<file path="config.mk">
export PLATFORM = sky130hd
export DESIGN_NAME = spis_bridge_flat
export DESIGN_NICKNAME = d
export VERILOG_FILES = /design/src/rtl/spis_bridge_if.sv /design/src/rtl/spis_bridge.sv /design/src/flat_wrapper.sv
export SDC_FILE = /design/constraint.sdc
export NUM_CORES = 1
export LEC_CHECK = 0
export BUFFER_PORTS_ARGS = -buffer_cell sky130_fd_sc_hd__buf_4
export CAP_MARGIN = 20
export CORE_MARGIN = 10
export CORE_UTILIZATION = 55
export DETAILED_ROUTE_END_ITERATION = 10
export GPL_ROUTABILITY_DRIVEN = 0
export PLACE_DENSITY = 0.77
export SYNTH_ARGS = -nofsm -noshare
export SYNTH_HDL_FRONTEND = slang
export SYNTH_SLANG_ARGS = --single-unit
</file>
<file path="constraint.sdc">
create_clock -name clk -period 2.8 [get_ports clk]
set_input_delay 0.14 -clock clk [delete_from_list [all_inputs] [get_ports clk]]
set_output_delay 0.14 -clock clk [all_outputs]
set_load 0.01 [all_outputs]
</file>
<file path="src/rtl/spis_bridge_if.sv">
// Valid/ready memory bus carried between the SPI bridge (master) and the
// register block or RAM behind it (slave).
interface spis_bridge_if #(
  parameter int AW = 12
);
  logic          mem_valid;
  logic          mem_ready;
  logic [AW-1:0] mem_addr;
  logic [31:0]   mem_wdata;
  logic [3:0]    mem_wstrb;
  logic [31:0]   mem_rdata;

  modport master (
    output mem_valid, mem_addr, mem_wdata, mem_wstrb,
    input  mem_ready, mem_rdata
  );

  modport slave (
    input  mem_valid, mem_addr, mem_wdata, mem_wstrb,
    output mem_ready, mem_rdata
  );
endinterface

</file>
<file path="src/rtl/spis_bridge.sv">
// SPI mode-0 slave that turns write (0x02) and fast-read (0x0B) transactions
// into single-byte requests on the 32-bit valid/ready memory bus.
module spis_bridge #(
  parameter int AW    = 12,
  parameter int DUMMY = 8
) (
  input  logic          clk,
  input  logic          rst_n,
  input  logic          spi_sck,
  input  logic          spi_cs_n,
  input  logic          spi_mosi,
  output logic          spi_miso,
  output logic          spi_miso_oe,
  output logic [1:0]    err,
  spis_bridge_if.master mem
);

  typedef enum logic [2:0] {
    S_IDLE, S_CMD, S_ADDR, S_DUMMY, S_WDATA, S_RDATA, S_IGNORE
  } state_t;

  localparam logic [4:0] DUMMY_CNT = 5'(DUMMY);

  state_t state_q, state_d;

  logic [1:0] sck_sync, cs_sync, mosi_sync;
  logic       sck_d, cs_d;
  logic       sck_s, cs_s, mosi_s;
  logic       sck_rise, sck_fall, cs_fall;

  logic [4:0]    cnt_q;
  logic [14:0]   shift_q;
  logic [15:0]   addr_q;
  logic [7:0]    tx_q;
  logic [31:0]   rbuf_q;
  logic          rd_ok_q, rd_live_q, is_read_q;
  logic [1:0]    err_q;
  logic          mem_valid_q;
  logic [AW-1:0] mem_addr_q;
  logic [31:0]   mem_wdata_q;
  logic [3:0]    mem_wstrb_q;

  // All three SPI pins share the same 2-FF latency, so mosi lines up with sck.
  always_ff @(posedge clk or negedge rst_n) begin
    if (!rst_n) begin
      sck_sync  <= 2'b00;
      cs_sync   <= 2'b11;
      mosi_sync <= 2'b00;
      sck_d     <= 1'b0;
      cs_d      <= 1'b1;
    end else begin
      // NOTE: sequential state uses <= so every flop updates from pre-edge values.
      sck_sync  <= {sck_sync[0], spi_sck};
      cs_sync   <= {cs_sync[0], spi_cs_n};
      mosi_sync <= {mosi_sync[0], spi_mosi};
      sck_d     <= sck_sync[1];
      cs_d      <= cs_sync[1];
    end
  end

  assign sck_s    = sck_sync[1];
  assign cs_s     = cs_sync[1];
  assign mosi_s   = mosi_sync[1];
  assign sck_rise = sck_s & ~sck_d;
  assign sck_fall = ~sck_s & sck_d;
  assign cs_fall  = ~cs_s & cs_d;

  logic [7:0]  rx_byte;
  logic [15:0] rx_addr;
  logic        cmd_done, addr_done, byte_in, dummy_end, rd_load, load;
  logic [15:0] load_addr;
  logic        byte_ok;
  logic [31:0] rd_word;

  assign rx_byte   = {shift_q[6:0], mosi_s};
  assign rx_addr   = {shift_q, mosi_s};
  assign cmd_done  = (state_q == S_CMD)   && sck_rise && (cnt_q == 5'd7);
  assign addr_done = (state_q == S_ADDR)  && sck_rise && (cnt_q == 5'd15);
  assign byte_in   = (state_q == S_WDATA) && sck_rise && (cnt_q == 5'd7);
  assign dummy_end = (state_q == S_DUMMY) && sck_fall && (cnt_q == DUMMY_CNT);
  assign rd_load   = (state_q == S_RDATA) && sck_fall && (cnt_q == 5'd8);
  assign load      = dummy_end || rd_load;
  assign load_addr = dummy_end ? addr_q : addr_q + 16'd1;

  // A fetch completing in the very cycle of a load is forwarded straight from the bus.
  assign byte_ok = rd_ok_q || (rd_live_q && mem_valid_q && mem.mem_ready);
  assign rd_word = rd_ok_q ? rbuf_q : mem.mem_rdata;

  always_ff @(posedge clk or negedge rst_n) begin
    if (!rst_n) state_q <= S_IDLE;
    else        state_q <= state_d;
  end

  always_comb begin
    // NOTE: every always_comb output gets a default first so no latch is inferred.
    state_d = state_q;
    if (cs_s) begin
      state_d = S_IDLE;
    end else begin
      case (state_q)
        S_IDLE:  if (cs_fall) state_d = S_CMD;
        S_CMD:   if (cmd_done)
                   state_d = (rx_byte == 8'h02 || rx_byte == 8'h0B) ? S_ADDR : S_IGNORE;
        S_ADDR:  if (addr_done) state_d = is_read_q ? S_DUMMY : S_WDATA;
        S_DUMMY: if (dummy_end) state_d = S_RDATA;
        default: state_d = state_q;
      endcase
    end
  end

  always_comb begin
    spi_miso_oe = 1'b0;
    spi_miso    = 1'b0;
    if (state_q == S_RDATA) begin
      spi_miso_oe = 1'b1;
      spi_miso    = tx_q[7];
    end
  end

  always_ff @(posedge clk or negedge rst_n) begin
    if (!rst_n) begin
      cnt_q       <= '0;
      shift_q     <= '0;
      addr_q      <= '0;
      tx_q        <= '0;
      rbuf_q      <= '0;
      rd_ok_q     <= 1'b0;
      rd_live_q   <= 1'b0;
      is_read_q   <= 1'b0;
      err_q       <= '0;
      mem_valid_q <= 1'b0;
      mem_addr_q  <= '0;
      mem_wdata_q <= '0;
      mem_wstrb_q <= '0;
    end else begin
      if (mem_valid_q && mem.mem_ready) begin
        mem_valid_q <= 1'b0;
        if (rd_live_q) begin
          rbuf_q    <= mem.mem_rdata;
          rd_ok_q   <= 1'b1;
          rd_live_q <= 1'b0;
        end
      end

      if (sck_rise) shift_q <= {shift_q[13:0], mosi_s};

      case (state_q)
        S_IDLE: begin
          // Late read data from an abandoned transaction must never reach MISO.
          cnt_q     <= '0;
          rd_ok_q   <= 1'b0;
          rd_live_q <= 1'b0;
          if (cs_fall) err_q <= '0;
        end
        S_CMD: if (sck_rise) begin
          cnt_q <= cmd_done ? 5'd0 : cnt_q + 5'd1;
          if (cmd_done) is_read_q <= (rx_byte == 8'h0B);
        end
        S_ADDR: if (sck_rise) begin
          cnt_q <= addr_done ? 5'd0 : cnt_q + 5'd1;
          if (addr_done) begin
            addr_q <= rx_addr;
            if (is_read_q) begin
              rd_ok_q <= 1'b0;
              if (!mem_valid_q) begin
                mem_valid_q <= 1'b1;
                mem_addr_q  <= AW'({rx_addr[15:2], 2'b00});
                mem_wstrb_q <= 4'b0000;
                rd_live_q   <= 1'b1;
              end else begin
                rd_live_q   <= 1'b0;
              end
            end
          end
        end
        S_DUMMY: if (sck_rise && cnt_q != DUMMY_CNT) cnt_q <= cnt_q + 5'd1;
        S_WDATA: if (sck_rise) begin
          cnt_q <= byte_in ? 5'd0 : cnt_q + 5'd1;
          if (byte_in) begin
            addr_q <= addr_q + 16'd1;
            if (mem_valid_q) begin
              err_q[0] <= 1'b1;
            end else begin
              mem_valid_q <= 1'b1;
              mem_addr_q  <= addr_q[AW-1:0];
              mem_wdata_q <= {4{rx_byte}};
              mem_wstrb_q <= 4'b0001 << addr_q[1:0];
            end
          end
        end
        S_RDATA: begin
          if (sck_fall && !rd_load) tx_q <= {tx_q[6:0], 1'b0};
          if (sck_rise) cnt_q <= cnt_q + 5'd1;
        end
        default: ;
      endcase

      if (load) begin
        cnt_q  <= '0;
        addr_q <= load_addr;
        if (byte_ok) begin
          tx_q <= rd_word[{load_addr[1:0], 3'b000} +: 8];
        end else begin
          tx_q     <= 8'hFF;
          err_q[1] <= 1'b1;
        end
        // Loading the last byte of a word prefetches the next word one byte ahead.
        if (load_addr[1:0] == 2'd3) begin
          rd_ok_q <= 1'b0;
          if (!mem_valid_q) begin
            mem_valid_q <= 1'b1;
            mem_addr_q  <= AW'({load_addr[15:2] + 14'd1, 2'b00});
            mem_wstrb_q <= 4'b0000;
            rd_live_q   <= 1'b1;
          end else begin
            rd_live_q   <= 1'b0;
          end
        end
      end
    end
  end

  assign err           = err_q;
  assign mem.mem_valid = mem_valid_q;
  assign mem.mem_addr  = mem_addr_q;
  assign mem.mem_wdata = mem_wdata_q;
  assign mem.mem_wstrb = mem_wstrb_q;

endmodule

</file>
<file path="src/flat_wrapper.sv">
// flat-port wrapper written by rule: the top's interface ports become plain ports
module spis_bridge_flat 
#(
  parameter int AW    = 12,
  parameter int DUMMY = 8
)
  (clk, rst_n, spi_sck, spi_cs_n, spi_mosi, spi_miso, spi_miso_oe, err, mem_mem_valid, mem_mem_addr, mem_mem_wdata, mem_mem_wstrb, mem_mem_ready, mem_mem_rdata);
  spis_bridge_if #(.AW(AW)) mem_i ();
  input  logic clk;
  input  logic rst_n;
  input  logic spi_sck;
  input  logic spi_cs_n;
  input  logic spi_mosi;
  output logic spi_miso;
  output logic spi_miso_oe;
  output logic [1:0] err;
  output wire logic [$bits(mem_i.mem_valid)-1:0] mem_mem_valid;
  output wire logic [$bits(mem_i.mem_addr)-1:0] mem_mem_addr;
  output wire logic [$bits(mem_i.mem_wdata)-1:0] mem_mem_wdata;
  output wire logic [$bits(mem_i.mem_wstrb)-1:0] mem_mem_wstrb;
  input wire logic [$bits(mem_i.mem_ready)-1:0] mem_mem_ready;
  input wire logic [$bits(mem_i.mem_rdata)-1:0] mem_mem_rdata;
  assign mem_mem_valid = mem_i.mem_valid;
  assign mem_mem_addr = mem_i.mem_addr;
  assign mem_mem_wdata = mem_i.mem_wdata;
  assign mem_mem_wstrb = mem_i.mem_wstrb;
  assign mem_i.mem_ready = mem_mem_ready;
  assign mem_i.mem_rdata = mem_mem_rdata;
  spis_bridge #(.AW(AW), .DUMMY(DUMMY)) u_core (.clk(clk), .rst_n(rst_n), .spi_sck(spi_sck), .spi_cs_n(spi_cs_n), .spi_mosi(spi_mosi), .spi_miso(spi_miso), .spi_miso_oe(spi_miso_oe), .err(err), .mem(mem_i));
endmodule
</file>
==> run_results.csv <==
group,metric,value,unit
setup_path,r2r_end,"u_core.mem.mem_addr[4]",
floorplan,placement_rows,38,
setup_path,rr_worst_depth,7,
setup_path,setup.worst_path.end,"u_core.mem.mem_addr[4]",
setup_path,timing.critical_path.cells,"ha_1 > nand2_1 > or4_1 > o21ai_0 > nand2_1 > a222oi_1 > mux2i_1",
setup_path,worstSetupStartpointType,"flop",
timing,fin_skew,0.00869,ns
synth,main_combinational_cell_family_by_area_after_synthesis,"simple AND/OR/NAND/NOR gates",
setup_path,arrival,2.87,ns
placement,hpwlAfterDp,11300,µm
clock_network,cts_buffers,9,
placement,io_buffer_count,90,
layout,nets,761,
floorplan,die_h,126,µm
setup_path,worstPathRequired,3.03,ns
global_route,globalRouteTotalUtil,19.7,%
route,first_pass_iters,6,
global_route,grt_max_degree,110,
timing,transition_time_of_the_tightest_slew_check_pin,0.719,ns
setup_path,top_delay_family_on_crit_path,"simple AND/OR/NAND/NOR gates",
setup_path,critical-path-top-cell-by-count,"sky130_fd_sc_hd__nand2_1",
power_and_ir_drop,share_clk_of_total_power,24.2,%
power_and_ir_drop,intPower,3.09,mW
synth,synth_ff_type,"sky130_fd_sc_hd__dfrtp_1",
synth,post_synth_xor_area_fraction,3.36,%
clock_network,root_buffer,"sky130_fd_sc_hd__clkbuf_16",
power_and_ir_drop,pwr_density_cell,668,nW/µm²
route,drc,0,
min_path,worst_hold_path_type,"in2reg",
synth,syn-mean-instance-area,9.66,µm²
setup_path,cp-end-kind,"flop",
layout,total_inserted_antenna_cells,0,
layout,area_growth,17.6,%
setup_path,r2r_start,"u_core.cnt_q[1]",
timing,rsz0062_at_grt,"false",
layout,n_fill_cell,863,
power_and_ir_drop,irDropWorstVdd,454,µV
floorplan,fp.coreArea,10900,µm²
route,drt-initial-drc-count,481,
layout,layout-drive-gt1-share,26.9,%
synth,unique_masters_post_synth,65,
setup_path,timing.critical_path.buf_inv,0,
power_and_ir_drop,switching_share,36.7,%
power_and_ir_drop,p_sw,1.79,mW
setup_path,worstSetupPathDepth,7,
route,drt-vias-per-instance,6.09,
timing,timing.final.max_slew_violations,0,
synth,synth_seq_cells,109,
global_route,grt.overflow.total,0,
timing,fmaxAchievable,0.378,GHz
power_and_ir_drop,p_comb_share,35.2,%
timing,timing_hold_violations_final,0,
synth,synthAdderAreaFrac,1.61,%
timing,min_period_over_period,94.5,%
global_route,grt_first_pass_wirelength,26100,µm
synth,synth-edff-count,0,
run_status,run_status,"finished clean",
setup_path,critPathLaunch,"u_core.cnt_q[1]",
layout,multiInputGateArea,3080,µm²
clock_network,clkSlewWorstSetupHoldPaths,0.07,ns
min_path,timing.hold.worst.start,"mem_mem_rdata[12]",
setup_path,crit_type,"reg2reg",
timing,final.min_clock_period,2.65,ns
synth,syn-cell-area,6210,µm²
clock_network,clkLatencyLatePin,0.36,ns
route,route.detailed.wl_per_inst,18.3,µm
setup_path,worst_path_largest_cell_delay,0.56,ns
setup_path,worst-path-max-fanout,16,
global_route,grt_pass1_vias,5156,
synth,synthSimpleGateAreaFrac,18.1,%
clock_network,htree_levels,3,
synth,synthMuxAreaShare,12.4,%
synth,yosys_warns,0,
run,max_cap_viol_count,0,
setup_path,slowest_stage,"sky130_fd_sc_hd__or4_1",
synth,synth_nets,689,
clock_network,max_root_sink_buffers,2,
route,dr_total_vias,5226,
power_and_ir_drop,p_leak,3.44,nW
power_and_ir_drop,final_total_pwr,4.88,mW
synth,synth_compound_area_share,13.9,%
clock_network,cts.sink_count,109,
layout,register_area,2730,µm²
floorplan,die-area,15900,µm²
global_route,antenna_found_initial,0,
synth,synth_async_sr_flop_share,100,%
power_and_ir_drop,power.sequential.fraction,40.6,%
timing,setup_viol,0,
timing,slew-limit-headroom,52.0,%
synth,post_synth_inst_count,643,
setup_path,worst-r2r-setup-slack,0.15,ns
route,drtAntennaViolNets,0,
route,route.final.wire_length,15700,µm
floorplan,start_util,56.8,%
floorplan,num_io_pins,91,
floorplan,die_width,126,µm
clock_network,tritoncts,"yes",
timing,tns,0,ns
synth,sequential_element_share_of_the_synthesized_area,44.0,%
-- cells by family (layout without fill, tap and decap cells) --
group / after synthesis / after routing
xor gates and xnor gates: 23 / 23
DFF: 109 / 109
adders and majority gates: 8 / 8
AOI/OAI and AO/OA: 123 / 123
muxes: 62 / 62
and+or+nand+nor: 236 / 236
buffers and inverters: 82 / 157
-- worst min path at each step --
| stage | cells after the start | endpoint | slack [ns] |
|---|---|---|---|
| after floorplan | 0 | u_core.addr_q[0] | -0.16 |
| after global placement | 1 | u_core.cs_sync[0] | 0.25 |
| after detailed placement | 1 | u_core.sck_sync[0] | 0.25 |
| after CTS | 2 | u_core.rbuf_q[12] | 0.02 |
| after global routing | 2 | u_core.rbuf_q[12] | 0.01 |
| final | 2 | u_core.rbuf_q[12] | 0.02 |
-- state kept, by name (all words and copies together) (netlist names), 2 cells and up --
| signal | flops |
|---|---|
| u_core.rbuf_q | 32 |
| u_core.addr_q | 12 |
| u_core.mem.mem_addr | 12 |
| u_core.shift_q | 11 |
| u_core.mem.mem_wdata | 8 |
| u_core.tx_q | 8 |
| u_core.cnt_q | 5 |
| u_core.mem.mem_wstrb | 4 |
| u_core.state_q | 3 |
| u_core.cs_sync | 2 |
| u_core.err | 2 |
| u_core.mosi_sync | 2 |
| u_core.sck_sync | 2 |
-- synth_stat cells, drive strengths merged, types with 7 or more instances --
cell type	n	area share, %
xnor2	11	1.7
nor3	13	1.2
mux2i	13	2.1
o21ai	31	2.5
mux4	7	2.7
nand3	18	1.5
a221oi	9	1.4
ha	8	1.6
nor2	61	3.7
a21oi	21	1.7
nand2b	9	0.91
or3	7	0.70
buf	28	3.3
clkbuf	35	2.1
mux2	42	7.6
dfrtp	106	43
inv	18	1.1
a22oi	8	0.97
xor2	12	1.7
nand2	90	5.4
a222oi	9	1.4
-- cells in the final DEF, fill, tap and decap left out, types with 5 or more instances in the layout --
cell,netlist,routed
sky130_fd_sc_hd__nand2b_1,9,9
sky130_fd_sc_hd__ha_1,8,8
sky130_fd_sc_hd__nand2_1,90,90
sky130_fd_sc_hd__nor2b_1,5,5
sky130_fd_sc_hd__and3_1,6,6
sky130_fd_sc_hd__or3_1,7,7
sky130_fd_sc_hd__buf_4,24,117
sky130_fd_sc_hd__a21oi_1,21,21
sky130_fd_sc_hd__xnor2_1,10,10
sky130_fd_sc_hd__o21a_1,5,5
sky130_fd_sc_hd__mux2i_1,13,12
sky130_fd_sc_hd__o221ai_1,6,6
sky130_fd_sc_hd__clkbuf_16,0,9
sky130_fd_sc_hd__dfrtp_1,106,106
sky130_fd_sc_hd__nor2_1,61,61
sky130_fd_sc_hd__mux2_2,42,42
sky130_fd_sc_hd__o31ai_1,6,5
sky130_fd_sc_hd__nor3_1,12,12
sky130_fd_sc_hd__a222oi_1,9,9
sky130_fd_sc_hd__a211oi_1,5,5
sky130_fd_sc_hd__o21ai_0,31,31
sky130_fd_sc_hd__xor2_1,12,12
sky130_fd_sc_hd__nand3_1,17,17
sky130_fd_sc_hd__a221oi_1,8,8
sky130_fd_sc_hd__inv_1,18,18
sky130_fd_sc_hd__a22oi_1,8,8
-- through the flow --
step	hold slack [ns]	instances	setup slack, ns	util [%]	cell area [µm²]
6_report	0.0165	858	0.154	66.8	7300
3_3_place_gp	0.249	840	0.179	63.9	6990
4_1_cts	0.0168	858	0.0814	66.8	7300
3_5_place_dp	0.251	840	0.0757	63.9	6990
5_1_grt	0.0140	858	0.0119	66.8	7300
2_1_floorplan	-0.156	643	0.198	-	6210
-- cell type report --
class	count	share of cell area, %
Multi-Input combinational cell	452	42.2
Clock inverter	2	0.137
Sequential cell	109	37.4
Inverter	19	0.976
Clock buffer	12	3.51
Tap cell	140	2.40
Timing Repair Buffer	124	13.4
-- timing repair --
| item | CTS | global route |
|---|---|---|
| resized for setup | 0 | 1 |
| buffers inserted | 0 | 0 |
| setup endpoints to repair | 0 | 2 |
| hold buffers | 4 | 0 |
| endpoints found under the hold margin | 109 | 0 |
-- worst register-to-register path: stages, from the launching register on --
cell and delay (ns):
sky130_fd_sc_hd__dfrtp_1 0.40, sky130_fd_sc_hd__ha_1 0.25, sky130_fd_sc_hd__nand2_1 0.10, sky130_fd_sc_hd__or4_1 0.56
sky130_fd_sc_hd__o21ai_0 0.11, sky130_fd_sc_hd__nand2_1 0.46, sky130_fd_sc_hd__a222oi_1 0.52, sky130_fd_sc_hd__mux2i_1 0.12
-- power groups by stage --
stage	combinational (mW)	sequential, mW	clock, mW
after floorplan	1.30	1.84	0
after global placement	1.63	1.98	0
after detailed placement	1.68	1.99	0
after CTS	1.70	1.97	1.20
after global routing	1.92	2.00	1.26
final	1.72	1.98	1.18
-- routing by layer --
metal  vias to the layer above  global-route usage (%)  share of wire, %
met3                        27                    5.12               6.2
met2                       206                    32.6                50
li1                       2422                       -                 -
met4                         0                    6.70               2.1
met5                         -                       0                 0
met1                      2571                    24.6                42
Note: power is estimated with default switching activity, not from simulation.
